$ cat src/rtl/serial_in_pkg.sv
// serial_in_pkg: shared constants for the serial input loader.
//   HDR_W      - frame header width (selects one of the four operand registers)
//   NUM_REGS   - number of operand registers addressed by the header
//   IDX_*      - register index of each operand as carried in the header
//   state_t    - loader FSM state encoding
package serial_in_pkg;

    localparam int HDR_W    = 2;
    localparam int NUM_REGS = 4;

    localparam int IDX_MSG    = 0;
    localparam int IDX_ENCR   = 1;
    localparam int IDX_GENMAT = 2;
    localparam int IDX_MSGIN  = 3;

    typedef enum logic [2:0] {
        IDLE     = 3'd0,
        HDR      = 3'd1,
        DATA     = 3'd2,
        PAR      = 3'd3,
        COMMIT   = 3'd4,
        WAIT_LOW = 3'd5
    } state_t;

endpackage

$ cat src/rtl/serial_deser_shift.sv
// serial_deser_shift: payload deserializer for serial_in_loader.
//   clk, rst_n  - clock, asynchronous active-low reset
//   clr         - synchronous clear of shadow, bit counter and parity
//   shift_en    - shift bit_in into the shadow register this cycle
//   bit_in      - serial data bit, MSB first
//   shadow      - Y-bit shift register contents
//   last_bit    - high when the current shift delivers the Y-th payload bit
//   parity      - running XOR of all payload bits shifted in since clr
module serial_deser_shift #(
    parameter int Y = 128
) (
    input  logic         clk,
    input  logic         rst_n,
    input  logic         clr,
    input  logic         shift_en,
    input  logic         bit_in,
    output logic [Y-1:0] shadow,
    output logic         last_bit,
    output logic         parity
);

    localparam int CW = $clog2(Y);

    logic [CW-1:0] cnt;

    always_ff @(posedge clk or negedge rst_n) begin
        if (!rst_n) begin
            shadow <= '0;
            cnt    <= '0;
            parity <= 1'b0;
        end else if (clr) begin
            shadow <= '0;
            cnt    <= '0;
            parity <= 1'b0;
        end else if (shift_en) begin
            shadow <= {shadow[Y-2:0], bit_in};
            cnt    <= cnt + 1'b1;
            parity <= parity ^ bit_in;
        end
    end

    // Combinational so the loader can commit on the very edge that samples
    // the last bit.
    assign last_bit = shift_en && (cnt == CW'(Y - 1));

endmodule

$ cat src/rtl/serial_in_loader.sv
// serial_in_loader: deserializes framed serial input into the four operand
// registers of the Kyber top and issues its start pulse.
//
// Frame: while frame_en is high, HDR_W header bits (register index) then Y
// payload bits, MSB first, each taken on a cycle with ser_valid=1. With
// SERIAL_IN_PARITY_EN defined, one trailing even-parity bit over header and
// payload follows and must match for the frame to commit.
//
// Ports:
//   CLK, RST_N       - clock, asynchronous active-low reset
//   ser_in/ser_valid - serial bit and its qualifier
//   frame_en         - frame envelope
//   go               - start request (honoured when all four loaded, IDLE)
//   clear            - synchronous clear of everything
//   message, encr_message, genmat_message, msg_in - operand registers 0..3
//   loaded           - per-register loaded flags
//   start            - one-cycle start pulse
//   busy             - frame in progress (state != IDLE)
//   frame_done       - one-cycle pulse, visible together with the new value
//   frame_err        - one-cycle pulse on abort or parity failure
module serial_in_loader
    import serial_in_pkg::*;
#(
    parameter int Y = 128
) (
    input  logic         CLK,
    input  logic         RST_N,
    input  logic         ser_in,
    input  logic         ser_valid,
    input  logic         frame_en,
    input  logic         go,
    input  logic         clear,
    output logic [Y-1:0] message,
    output logic [Y-1:0] encr_message,
    output logic [Y-1:0] genmat_message,
    output logic [Y-1:0] msg_in,
    output logic [3:0]   loaded,
    output logic         start,
    output logic         busy,
    output logic         frame_done,
    output logic         frame_err
);

    localparam int HCW = $clog2(HDR_W) + 1;

    state_t                        state;
    logic [NUM_REGS-1:0][Y-1:0]    regs;
    logic [HDR_W-1:0]              idx;
    logic [HCW-1:0]                hdr_cnt;
    logic                          go_lock;

    logic [Y-1:0] shadow;
    logic         last_bit;
    logic         parity;
    logic         shift_en;
    logic         shr_clr;
    logic         start_ok;

    assign shift_en = (state == DATA) && ser_valid && frame_en;
    // The shifter idles cleared, so every frame starts from a zero count.
    assign shr_clr  = clear || (state == IDLE);
    // go_lock keeps a held go from re-firing until it has dropped.
    assign start_ok = go && !go_lock && (loaded == 4'hF) && (state == IDLE);

    serial_deser_shift #(.Y(Y)) u_shift (
        .clk      (CLK),
        .rst_n    (RST_N),
        .clr      (shr_clr),
        .shift_en (shift_en),
        .bit_in   (ser_in),
        .shadow   (shadow),
        .last_bit (last_bit),
        .parity   (parity)
    );

`ifdef SERIAL_IN_PARITY_EN
    // Even parity over header and payload bits.
    logic par_exp;
    assign par_exp = parity ^ (^idx);
`else
    // Word including the bit being sampled, so the register is written on
    // the same edge that takes the last payload bit.
    logic [Y-1:0] data_word;
    logic [1:0]   unused_bits;
    assign data_word   = {shadow[Y-2:0], ser_in};
    assign unused_bits = {shadow[Y-1], parity};
`endif

    always_ff @(posedge CLK or negedge RST_N) begin
        if (!RST_N) begin
            state      <= IDLE;
            regs       <= '0;
            idx        <= '0;
            hdr_cnt    <= '0;
            loaded     <= '0;
            start      <= 1'b0;
            frame_done <= 1'b0;
            frame_err  <= 1'b0;
            go_lock    <= 1'b0;
        end else if (clear) begin
            state      <= IDLE;
            regs       <= '0;
            idx        <= '0;
            hdr_cnt    <= '0;
            loaded     <= '0;
            start      <= 1'b0;
            frame_done <= 1'b0;
            frame_err  <= 1'b0;
            go_lock    <= 1'b0;
        end else begin
            start      <= start_ok;
            go_lock    <= go && (go_lock || start_ok);
            frame_done <= 1'b0;
            frame_err  <= 1'b0;
            case (state)
                IDLE: begin
                    // A valid bit in this cycle belongs to no field.
                    if (frame_en) begin
                        state   <= HDR;
                        hdr_cnt <= '0;
                        idx     <= '0;
                    end
                end
                HDR: begin
                    if (!frame_en) begin
                        state     <= IDLE;
                        frame_err <= 1'b1;
                    end else if (ser_valid) begin
                        idx     <= HDR_W'({idx, ser_in});
                        hdr_cnt <= hdr_cnt + 1'b1;
                        if (hdr_cnt == HCW'(HDR_W - 1))
                            state <= DATA;
                    end
                end
                DATA: begin
                    if (!frame_en) begin
                        state     <= IDLE;
                        frame_err <= 1'b1;
                    end else if (last_bit) begin
`ifdef SERIAL_IN_PARITY_EN
                        state <= PAR;
`else
                        regs[idx]   <= data_word;
                        loaded[idx] <= 1'b1;
                        frame_done  <= 1'b1;
                        state       <= COMMIT;
`endif
                    end
                end
                PAR: begin
`ifdef SERIAL_IN_PARITY_EN
                    if (!frame_en) begin
                        state     <= IDLE;
                        frame_err <= 1'b1;
                    end else if (ser_valid) begin
                        if (ser_in == par_exp) begin
                            regs[idx]   <= shadow;
                            loaded[idx] <= 1'b1;
                            frame_done  <= 1'b1;
                            state       <= COMMIT;
                        end else begin
                            frame_err <= 1'b1;
                            state     <= WAIT_LOW;
                        end
                    end
`else
                    state <= IDLE;
`endif
                end
                // The write already landed on entry; this is the cycle the
                // new value and frame_done are visible.
                COMMIT:   state <= WAIT_LOW;
                WAIT_LOW: if (!frame_en) state <= IDLE;
                default:  state <= IDLE;
            endcase
        end
    end

    assign message        = regs[IDX_MSG];
    assign encr_message   = regs[IDX_ENCR];
    assign genmat_message = regs[IDX_GENMAT];
    assign msg_in         = regs[IDX_MSGIN];
    assign busy           = (state != IDLE);

endmodule

$ cat config.mk
export PLATFORM = sky130hd
export DESIGN_NAME = serial_in_loader
export DESIGN_NICKNAME = d
export VERILOG_FILES = /design/src/rtl/serial_in_pkg.sv /design/src/rtl/serial_deser_shift.sv /design/src/rtl/serial_in_loader.sv
export SDC_FILE = /design/constraint.sdc
export NUM_CORES = 1
export LEC_CHECK = 0
export CAP_MARGIN = 20
export CORE_ASPECT_RATIO = 0.8
export CORE_MARGIN = 2
export CORE_UTILIZATION = 47
export CTS_CLUSTER_SIZE = 20
export DETAILED_ROUTE_END_ITERATION = 8
export HOLD_SLACK_MARGIN = 0.12
export PLACE_DENSITY = 0.8
export SETUP_SLACK_MARGIN = 0.3
export SYNTH_ARGS = -nofsm -noshare
export SYNTH_HDL_FRONTEND = slang
export SYNTH_SLANG_ARGS = --single-unit
$ cat constraint.sdc
create_clock -name CLK -period 1.8 [get_ports CLK]
set_input_delay 0.36 -clock CLK [delete_from_list [all_inputs] [get_ports CLK]]
set_output_delay 0.36 -clock CLK [all_outputs]
set_load 0.02 [all_outputs]
# Word-level counts from Yosys, hierarchy flattened
# Cells that the tools add are included.
[totals] register_bits=661 inputBits=7 output_inout_bits=520 wordCells=99
[classes] add_sub_neg=2 order_cmp=2 eq_ne=14 muxes=44 bitwise_logic=1 reduce_logical=22
[ops] op="$mux W512" n=4
[ops] op="$bwmux W512" n=1
[ops] op="$demux W128 S2" n=1
[ops] op="$mux W127" n=2
[ops] op="$mux W128" n=1
[ops] op="$mux W3" n=8
[ops] op="$mux W4" n=4
[ops] op="$pmux W3 S5" n=1
[ops] op="$mux W2" n=7
[ops] op="$mux W7" n=2
[ops] op="$ne A3 B3 Y1 const B" n=4
[ops] op="$ne A4 B4 Y1 const B" n=3
[ops] op="$mux W1" n=10
[ops] op="$logic_and A1 B1 Y1" n=8
[ops] op="$pmux W2 S2" n=2
[ops] op="$reduce_bool A2 Y1" n=4
[ops] op="$add A7 B1 Y7 const B" n=1
[ops] op="$eq A7 B7 Y1 const B" n=1
[ops] op="$eq A3 B3 Y1 const B" n=2
[ops] op="$reduce_bool A3 Y1" n=2
[ops] op="$reduce_and A5 Y1" n=1
[ops] op="$eq A4 B4 Y1 const B" n=1
[ops] op="$or A4 B4 Y4" n=1
[ops] op="$reduce_and A4 Y1" n=1
[ops] op="12 further kinds" n=13

# Logic depth before layout (Yosys ltp)
# Gate-level depths: netlist of run 1.
[logic_depth] depth_word=9 mapped_depth=8 ltp_nobuf=5

# Hierarchy
# A second synthesis of run 1 with hierarchy kept.
[hier_totals] hier_cells=2759 area_unflattened_um2=26505.4
[modules_own_cells] mod="serial_in_loader" n_inst=1 cells_each=2309 area_each_um2=20985.1 seq_area_each_um2=13187.6
[modules_own_cells] mod="serial_deser_shift" n_inst=1 cells_each=450 area_each_um2=5520.3 seq_area_each_um2=3403.3

# Least setup slack after synthesis of run 1
# No wires, ideal clock.
[synth_timing] path_kind="register to register" start="register state[0]" end="register u_shift.cnt[3]" setup_time_ps=130 arrival_ps=1786 t_required_ps=1670 setup_slack_ps=-115 path_stages_with_launch=8 path_buffers=4 synth_period_minus_slack_ps=1915 path_cell_list="dfrtp_1 -> clkbuf_1 -> or3_1 -> clkbuf_1 -> nand2_1 -> clkbuf_1 -> buf_2 -> a21oi_1"
[synth_between] elab_chain_cells=4 word_cells_on_any_way=7 classes_between="eq/ne (1); mux (1); reduce/logical (5)"
[synth_lines] element="from (decl)" line_no="serial_in_loader.sv:46" rtl="state_t state;"
[synth_lines] element="from (signal assigned)" line_no="serial_in_loader.sv:91" rtl="state <= IDLE;"
[synth_lines] element="from (signal assigned)" line_no="serial_in_loader.sv:101" rtl="state <= IDLE;"
[synth_lines] element="from (signal assigned)" line_no="serial_in_loader.sv:119" rtl="state <= HDR;"
[synth_lines] element="$eq A3 B2 Y1" line_no="serial_in_loader.sv:59" rtl="assign shift_en = (state == DATA) && ser_valid && frame_en;"
[synth_lines] element="$logic_and A1 B1 Y1 (2 in a row)" line_no="serial_in_loader.sv:59"
[synth_lines] element="$reduce_bool A2 Y1 (no source line)"
[synth_lines] element="to (signal assigned)" line_no="serial_deser_shift.sv:37" rtl="cnt <= cnt + 1'b1;"
[synth_lines] element="to (decl)" line_no="serial_deser_shift.sv:24" rtl="logic [CW-1:0] cnt;"
# Several ways; a longest one is shown, not always the timed one.
# A chain may end at the register's enable or synchronous reset.

# Worst setup path after layout of run 1
[layout_timing] start="register state[2]" end="output port busy"
[layout_between] elab_chain_cells=1
[layout_lines] element="$reduce_bool A3 Y1" line_no="serial_in_loader.sv:183" rtl="assign busy = (state != IDLE);"
[layout_lines] element="to (decl)" line_no="serial_in_loader.sv:39" rtl="output logic busy,"
# No other way between the ends.

==> results of run 1 <==
-- worst max-delay path by stage --
stage	from	to	slack (ps)	depth (start not counted)
6_report	state[2]$_DFFE_PN0P_	busy	-300	3
5_1_grt	state[0]$_DFFE_PN0P_	message[75]$_DFFE_PN0P_	-360	7
4_1_cts	state[0]$_DFFE_PN0P_	busy	-350	3
3_5_place_dp	ser_valid	msg_in[24]$_DFFE_PN0P_	-490	5
3_3_place_gp	ser_valid	msg_in[115]$_DFFE_PN0P_	-440	5
2_1_floorplan	frame_en	genmat_message[100]$_DFFE_PN0P_	-40	8
-- final cells by class --
cell class	instances	area (µm²)
fillers	3546	17300
flip-flops and latches	661	16500
repair buffers	923	10500
multi-input cells	1611	10500
clock buffers	100	2030
well taps	769	962
clock inverters	19	259
inverters	8	37.5
diodes	1	2.50
-- report_power, final --
group	switching [mW]	leakage (nW)	internal, mW
sequential	0.00261	9.24	14.9
clock	6.11	1.12	8.47
combinational	0.760	10.5	0.312
-- state kept, by name, indices dropped and copies added (netlist names) --
register and count:
state 3, go_lock 1, idx 2, frame_done 1, loaded 4, u_shift.shadow 127
encr_message 128, message 128, frame_err 1, hdr_cnt 2, u_shift.cnt 7, start 1
genmat_message 128, msg_in 128
-- cells by family after synthesis --
family | after synthesis
AND/OR/NAND/NOR | 816
flip-flops | 661
XOR/XNOR | 1
multiplexers | 515
AO/OA/AOI/OAI | 277
adder cells (fa/ha/maj) | 2
buffers and inverters | 216
-- layout by cell type, fill, tap and decap left out, types with 15 or more instances in the layout --
cell type | synthesis | layout
dfrtp_1 | 661 | 661
nand2_1 | 646 | 645
buf_6 | 28 | 536
mux2i_1 | 514 | 484
buf_4 | 2 | 272
nand3_1 | 132 | 132
o21ai_0 | 131 | 130
clkbuf_16 | 0 | 93
a21oi_2 | 0 | 71
a21oi_1 | 137 | 66
buf_12 | 0 | 63
mux2i_2 | 0 | 24
clkbuf_8 | 0 | 17
buf_16 | 0 | 15
-- worst max-delay path, cell delays in order, from the launching register on --
cell and delay [ps]:
dfrtp_1 420, buf_6 130, or3_4 440, buf_6 160
-- routing by layer --
layer,vias to the layer above,track usage
met3,238,0.0508
met4,4,0.106
met5,-,0
met2,1143,0.462
met1,12013,0.369
li1,9974,-
-- per-stage QoR --
| step | hold WS [ps] | util |
|---|---|---|
| 2_1_floorplan | 64.4 | - |
| 3_3_place_gp | 271 | 0.604 |
| 3_5_place_dp | 274 | 0.604 |
| 4_1_cts | 225 | 0.682 |
| 5_1_grt | 246 | 0.702 |
| 6_report | 238 | 0.702 |
-- repair_timing --
action                     4_1_cts  5_1_grt
pin swaps                        4        4
hold buffers                     1        0
gates resized for setup       3154       77
cloned                           7       26
hold endpoints to repair       356        0
setup endpoints to repair     1174     1178
setup buffers                  175       26
==> results.txt, run 1 <==
outcome -> finished, violations left
failing checks -> negative setup slack
Peak VDD IR -> 716 µV
Metal-1 WL -> 37.3 mm
Top Metal Used -> met5
share of layout cells above drive strength 1 -> 0.342
clk_lat worst skew -> 610 ps
Synth area leader -> dfrtp_1
Seq/Total Area, Yosys -> 0.600
crit path kind -> flop to output pin
Final ANT Viol Nets -> 0
Pwr Density -> 747 mW/mm²
port bufs -> 526
root buffer cell -> clkbuf_16
RSZ-0062 raised after global routing -> yes
Residual DRC -> 0
setup TNS -> -79,060 ps
FMAX -> 475 MHz
total power -> 30.5 mW
setup ws final -> -305 ps
Synth top area share -> 0.600
Clock Pin Slew Worst Setup and Hold Paths -> 60 ps
Main synth FF type -> dfrtp_1
Slew Limit Fails -> 0
post-synth cell types -> 37
Simple-Gate Fraction of Synth Area -> 0.122
die area -> 0.0607 mm²
first-pass GRT wire length -> 133 mm
Pleak -> 20.8 nW
final RePlAce weighted congestion -> 0.876
post-synthesis xor/xnor area fraction -> 0.000317
CTS Buffer Depth -> 3
critical path arrival -> 1740 ps
Final nets -> 3,281
CP max FO -> 4
overall die height -> 221 µm
Compound-Gate Fraction of Synth Area -> 0.0512
Non-Filler Instances -> 4,092
syn avg cell area -> 11.1 µm²
required time worst endpoint -> 1440 ps
Final Instance Area -> 0.0408 mm²
wirelength, routed -> 93.2 mm
DRT iter0 DRCs -> 2,458
CTS tree -> built
initial core utilization -> 0.475
Mapped Cells -> 2,488
Routed wire per std cell -> 22.8 µm
period utilization -> 1.17
DR WL met2 -> 46.1 mm
synthesized area -> 0.0276 mm²
Slew HR -> 0.678
via count -> 23,372
H-tree depth -> 3
Clock Skews -> 24.6 ps
DRT Pass-1 Iters -> 5
largest net degree at the start of global routing -> 87
R2R cell count -> 7
chip width -> 275 µm
# IOs -> 527
met3 routed WL -> 6.60 mm
Adder-Cell Fraction of Synth Area -> 0.000907
final hold vios -> 0
worst reg-to-reg setup slack -> -300 ps
Commonest cells post-synth -> dfrtp_1, nand2_1, mux2i_1
total grt overflow -> 0
syn_nets -> 2,497
row cnt -> 79
vias in the first global route -> 23,529
largest family of logic cells by synthesized area -> multiplexers
synthesis-to-finish area growth -> 48.0%
Post-Place Cells -> 3,737
EDFF count, synth -> 0
initial antenna violation count -> 3
Max-Cap Viols -> 0
dpl cell area -> 0.0351 mm²
Reg2Reg Launch Point -> state[2]$_DFFE_PN0P_
Setup crit start kind -> flop
cts bufs inserted -> 67
post-route minimum period -> 2100 ps
post-synthesis mux area share -> 0.187
pre-CTS setup slack -> -487 ps
setup violators final -> 539
Sink Count -> 661
reg2reg end -> msg_in[27]$_DFFE_PN0P_
top area cells in the synthesized netlist -> dfrtp_1, mux2i_1, nand2_1
Tightest Hold Check Type -> input pin to asynchronous set/reset pin
register bit count reported by yosys -> 661
hpwl dp -> 53.9 mm
Post-synth ARST share -> 1.00
Synth Warn # -> 0
Critical Path Sink Type -> output pin
Core ar. -> 0.0581 mm²
slew at the pin closest to its max-slew limit -> 484 ps
DR vias/cell -> 5.71
Total Routing Usage GR -> 0.279
most common cell in the netlist -> dfrtp_1
Power figures use the tool's default switching activity.
==> run 2: changes to the inputs <==
--- a/config.mk
+++ b/config.mk
@@ -14,6 +14,7 @@
 export HOLD_SLACK_MARGIN = 0.12
 export PLACE_DENSITY = 0.8
 export SETUP_SLACK_MARGIN = 0.3
+export SLEW_MARGIN = 10
 export SYNTH_ARGS = -nofsm -noshare
 export SYNTH_HDL_FRONTEND = slang
 export SYNTH_SLANG_ARGS = --single-unit
==> results of run 2 <==
The final DEF is identical to that of run 1; final timing and power are the same.
==> run 3: changes to the inputs <==
--- a/config.mk
+++ b/config.mk
@@ -14,6 +14,7 @@
 export HOLD_SLACK_MARGIN = 0.12
 export PLACE_DENSITY = 0.8
 export SETUP_SLACK_MARGIN = 0.3
+export SKIP_CTS_REPAIR_TIMING = 1
 export SLEW_MARGIN = 10
 export SYNTH_ARGS = -nofsm -noshare
 export SYNTH_HDL_FRONTEND = slang
==> results.txt, run 3 (synthesized netlist as in run 1, its figures left out) <==
DRT iter0 DRCs -> 2,596 (+5.6%)
Pleak -> 21.6 nW (+3.9%)
final hold vios -> 0 (unchanged)
dpl cell area -> 0.0351 mm² (unchanged)
final RePlAce weighted congestion -> 0.876 (unchanged)
Clock Pin Slew Worst Setup and Hold Paths -> 70 ps (about the same)
Post-Place Cells -> 3,737 (unchanged)
port bufs -> 526 (unchanged)
setup violators final -> 544 (+0.93%)
failing checks -> negative setup slack
Total Routing Usage GR -> 0.258 (-0.0213)
critical path arrival -> 1740 ps (about the same)
Slew Limit Fails -> 0 (unchanged)
Final Instance Area -> 0.0425 mm² (+4.1%)
Core ar. -> 0.0581 mm² (unchanged)
initial antenna violation count -> 3 (unchanged)
outcome -> finished, violations left
die area -> 0.0607 mm² (unchanged)
Non-Filler Instances -> 4,197 (+2.6%)
Sink Count -> 661 (unchanged)
cts bufs inserted -> 67 (unchanged)
chip width -> 275 µm (unchanged)
period utilization -> 1.17 (-0.00198)
post-route minimum period -> 2100 ps (-3.56 ps)
Clock Skews -> 21.4 ps (-3.25 ps)
wirelength, routed -> 103 mm (+10%)
root buffer cell -> clkbuf_16
Final ANT Viol Nets -> 0 (unchanged)
CTS tree -> built
Tightest Hold Check Type -> input pin to asynchronous set/reset pin
synthesis-to-finish area growth -> 54.1%
row cnt -> 79 (unchanged)
# IOs -> 527 (unchanged)
CP max FO -> 4 (unchanged)
setup TNS -> -79,510 ps (-449 ps)
crit path kind -> flop to output pin
clk_lat worst skew -> 610 ps (about the same)
total grt overflow -> 0 (unchanged)
via count -> 24,376 (+4.3%)
most frequent cells in the layout -> dfrtp_1, nand2_1, buf_6, mux2i_1, buf_4
overall die height -> 221 µm (unchanged)
Final nets -> 3,386 (+3.2%)
Max-Cap Viols -> 0 (unchanged)
first-pass GRT wire length -> 124 mm (-7.1%)
Setup crit start kind -> flop
FMAX -> 476 MHz (+0.17%)
largest net degree at the start of global routing -> 87 (unchanged)
Critical Path Sink Type -> output pin
Residual DRC -> 0 (unchanged)
hpwl dp -> 53.9 mm (unchanged)
Slew HR -> 0.673 (-0.00505)
Routed wire per std cell -> 24.5 µm (+7.7%)
share of layout cells above drive strength 1 -> 0.373 (+0.0307)
CTS Buffer Depth -> 3 (unchanged)
Peak VDD IR -> 723 µV (+1.0%)
RSZ-0062 raised after global routing -> yes
DRT Pass-1 Iters -> 6 (+1)
Pwr Density -> 726 mW/mm² (-2.8%)
required time worst endpoint -> 1440 ps (about the same)
FILL cells -> 3,407 (-3.9%)
H-tree depth -> 3 (unchanged)
commonest non-fill, non-tap cell in the layout -> dfrtp_1
vias in the first global route -> 21,974 (-6.6%)
setup ws final -> -301 ps (+3.56 ps)
initial core utilization -> 0.475 (unchanged)
minimum hold slack -> 248 ps (+9.84 ps)
DR vias/cell -> 5.81 (+1.7%)
slew at the pin closest to its max-slew limit -> 491 ps (+7.57 ps)
==> run 3: power by group <==
part           switching (mW)  internal, mW  total (mW)
Combinational           0.900         0.464        1.36
Clock                    6.18          8.47        14.6
Sequential            0.00269          14.9        14.9
==> run 3: worst paths after layout <==
check                           cells after the start            startpoint  slack, ps                             end
worst max register to register                      6  state[2]$_DFFE_PN0P_       -300  genmat_message[96]$_DFFE_PN0P_
max in group asynchronous                           4                 RST_N        730         msg_in[126]$_DFFE_PN0P_
worst max-delay path                                3  state[2]$_DFFE_PN0P_       -300                            busy
worst min-delay path                                2                 RST_N        250         message[55]$_DFFE_PN0P_
min in group CLK                                    3                    go        380                 start$_DFF_PN0_
worst min register to register                      1     go_lock$_DFF_PN0_        480                 start$_DFF_PN0_
==> run 3: metal layers <==
layer / vias to the layer above / part of all wire / wire length (µm) / GRT usage
met1: 12437 / 0.39 / 40200 / 0.352
met4: 4 / 0.043 / 4410 / 0.0942
met2: 1417 / 0.48 / 49600 / 0.415
met5: - / 0.00027 / 28 / 0
met3: 311 / 0.084 / 8680 / 0.0475
li1: 10207 / - / - / -
==> run 3: critical path: stages (launching register included) <==
cell and delay, ps:
dfrtp_1 410, buf_6 140, or3_4 420, buf_6 160
==> run 3: layout make-up <==
cell class                      count  area [µm²]  area share
Multi-Input combinational cell   1613       10800       0.255
Timing Repair Buffer             1026       11800       0.278
Antenna cell                        1        2.50   0.0000589
Sequential cell                   661       16500       0.389
Inverter                            8        37.5    0.000883
Clock buffer                      100        2030      0.0479
Clock inverter                     19         259     0.00609
Tap cell                          769         962      0.0226
==> run 3: stage by stage <==
stage	utilization	setup slack, ps	power, mW
after floorplan	-	-42.4	15.5
after global placement	0.604	-442	16.1
after detailed placement	0.604	-487	16.2
after CTS	0.643	-657	30.5
after global routing	0.731	-338	31.6
final	0.731	-301	30.9
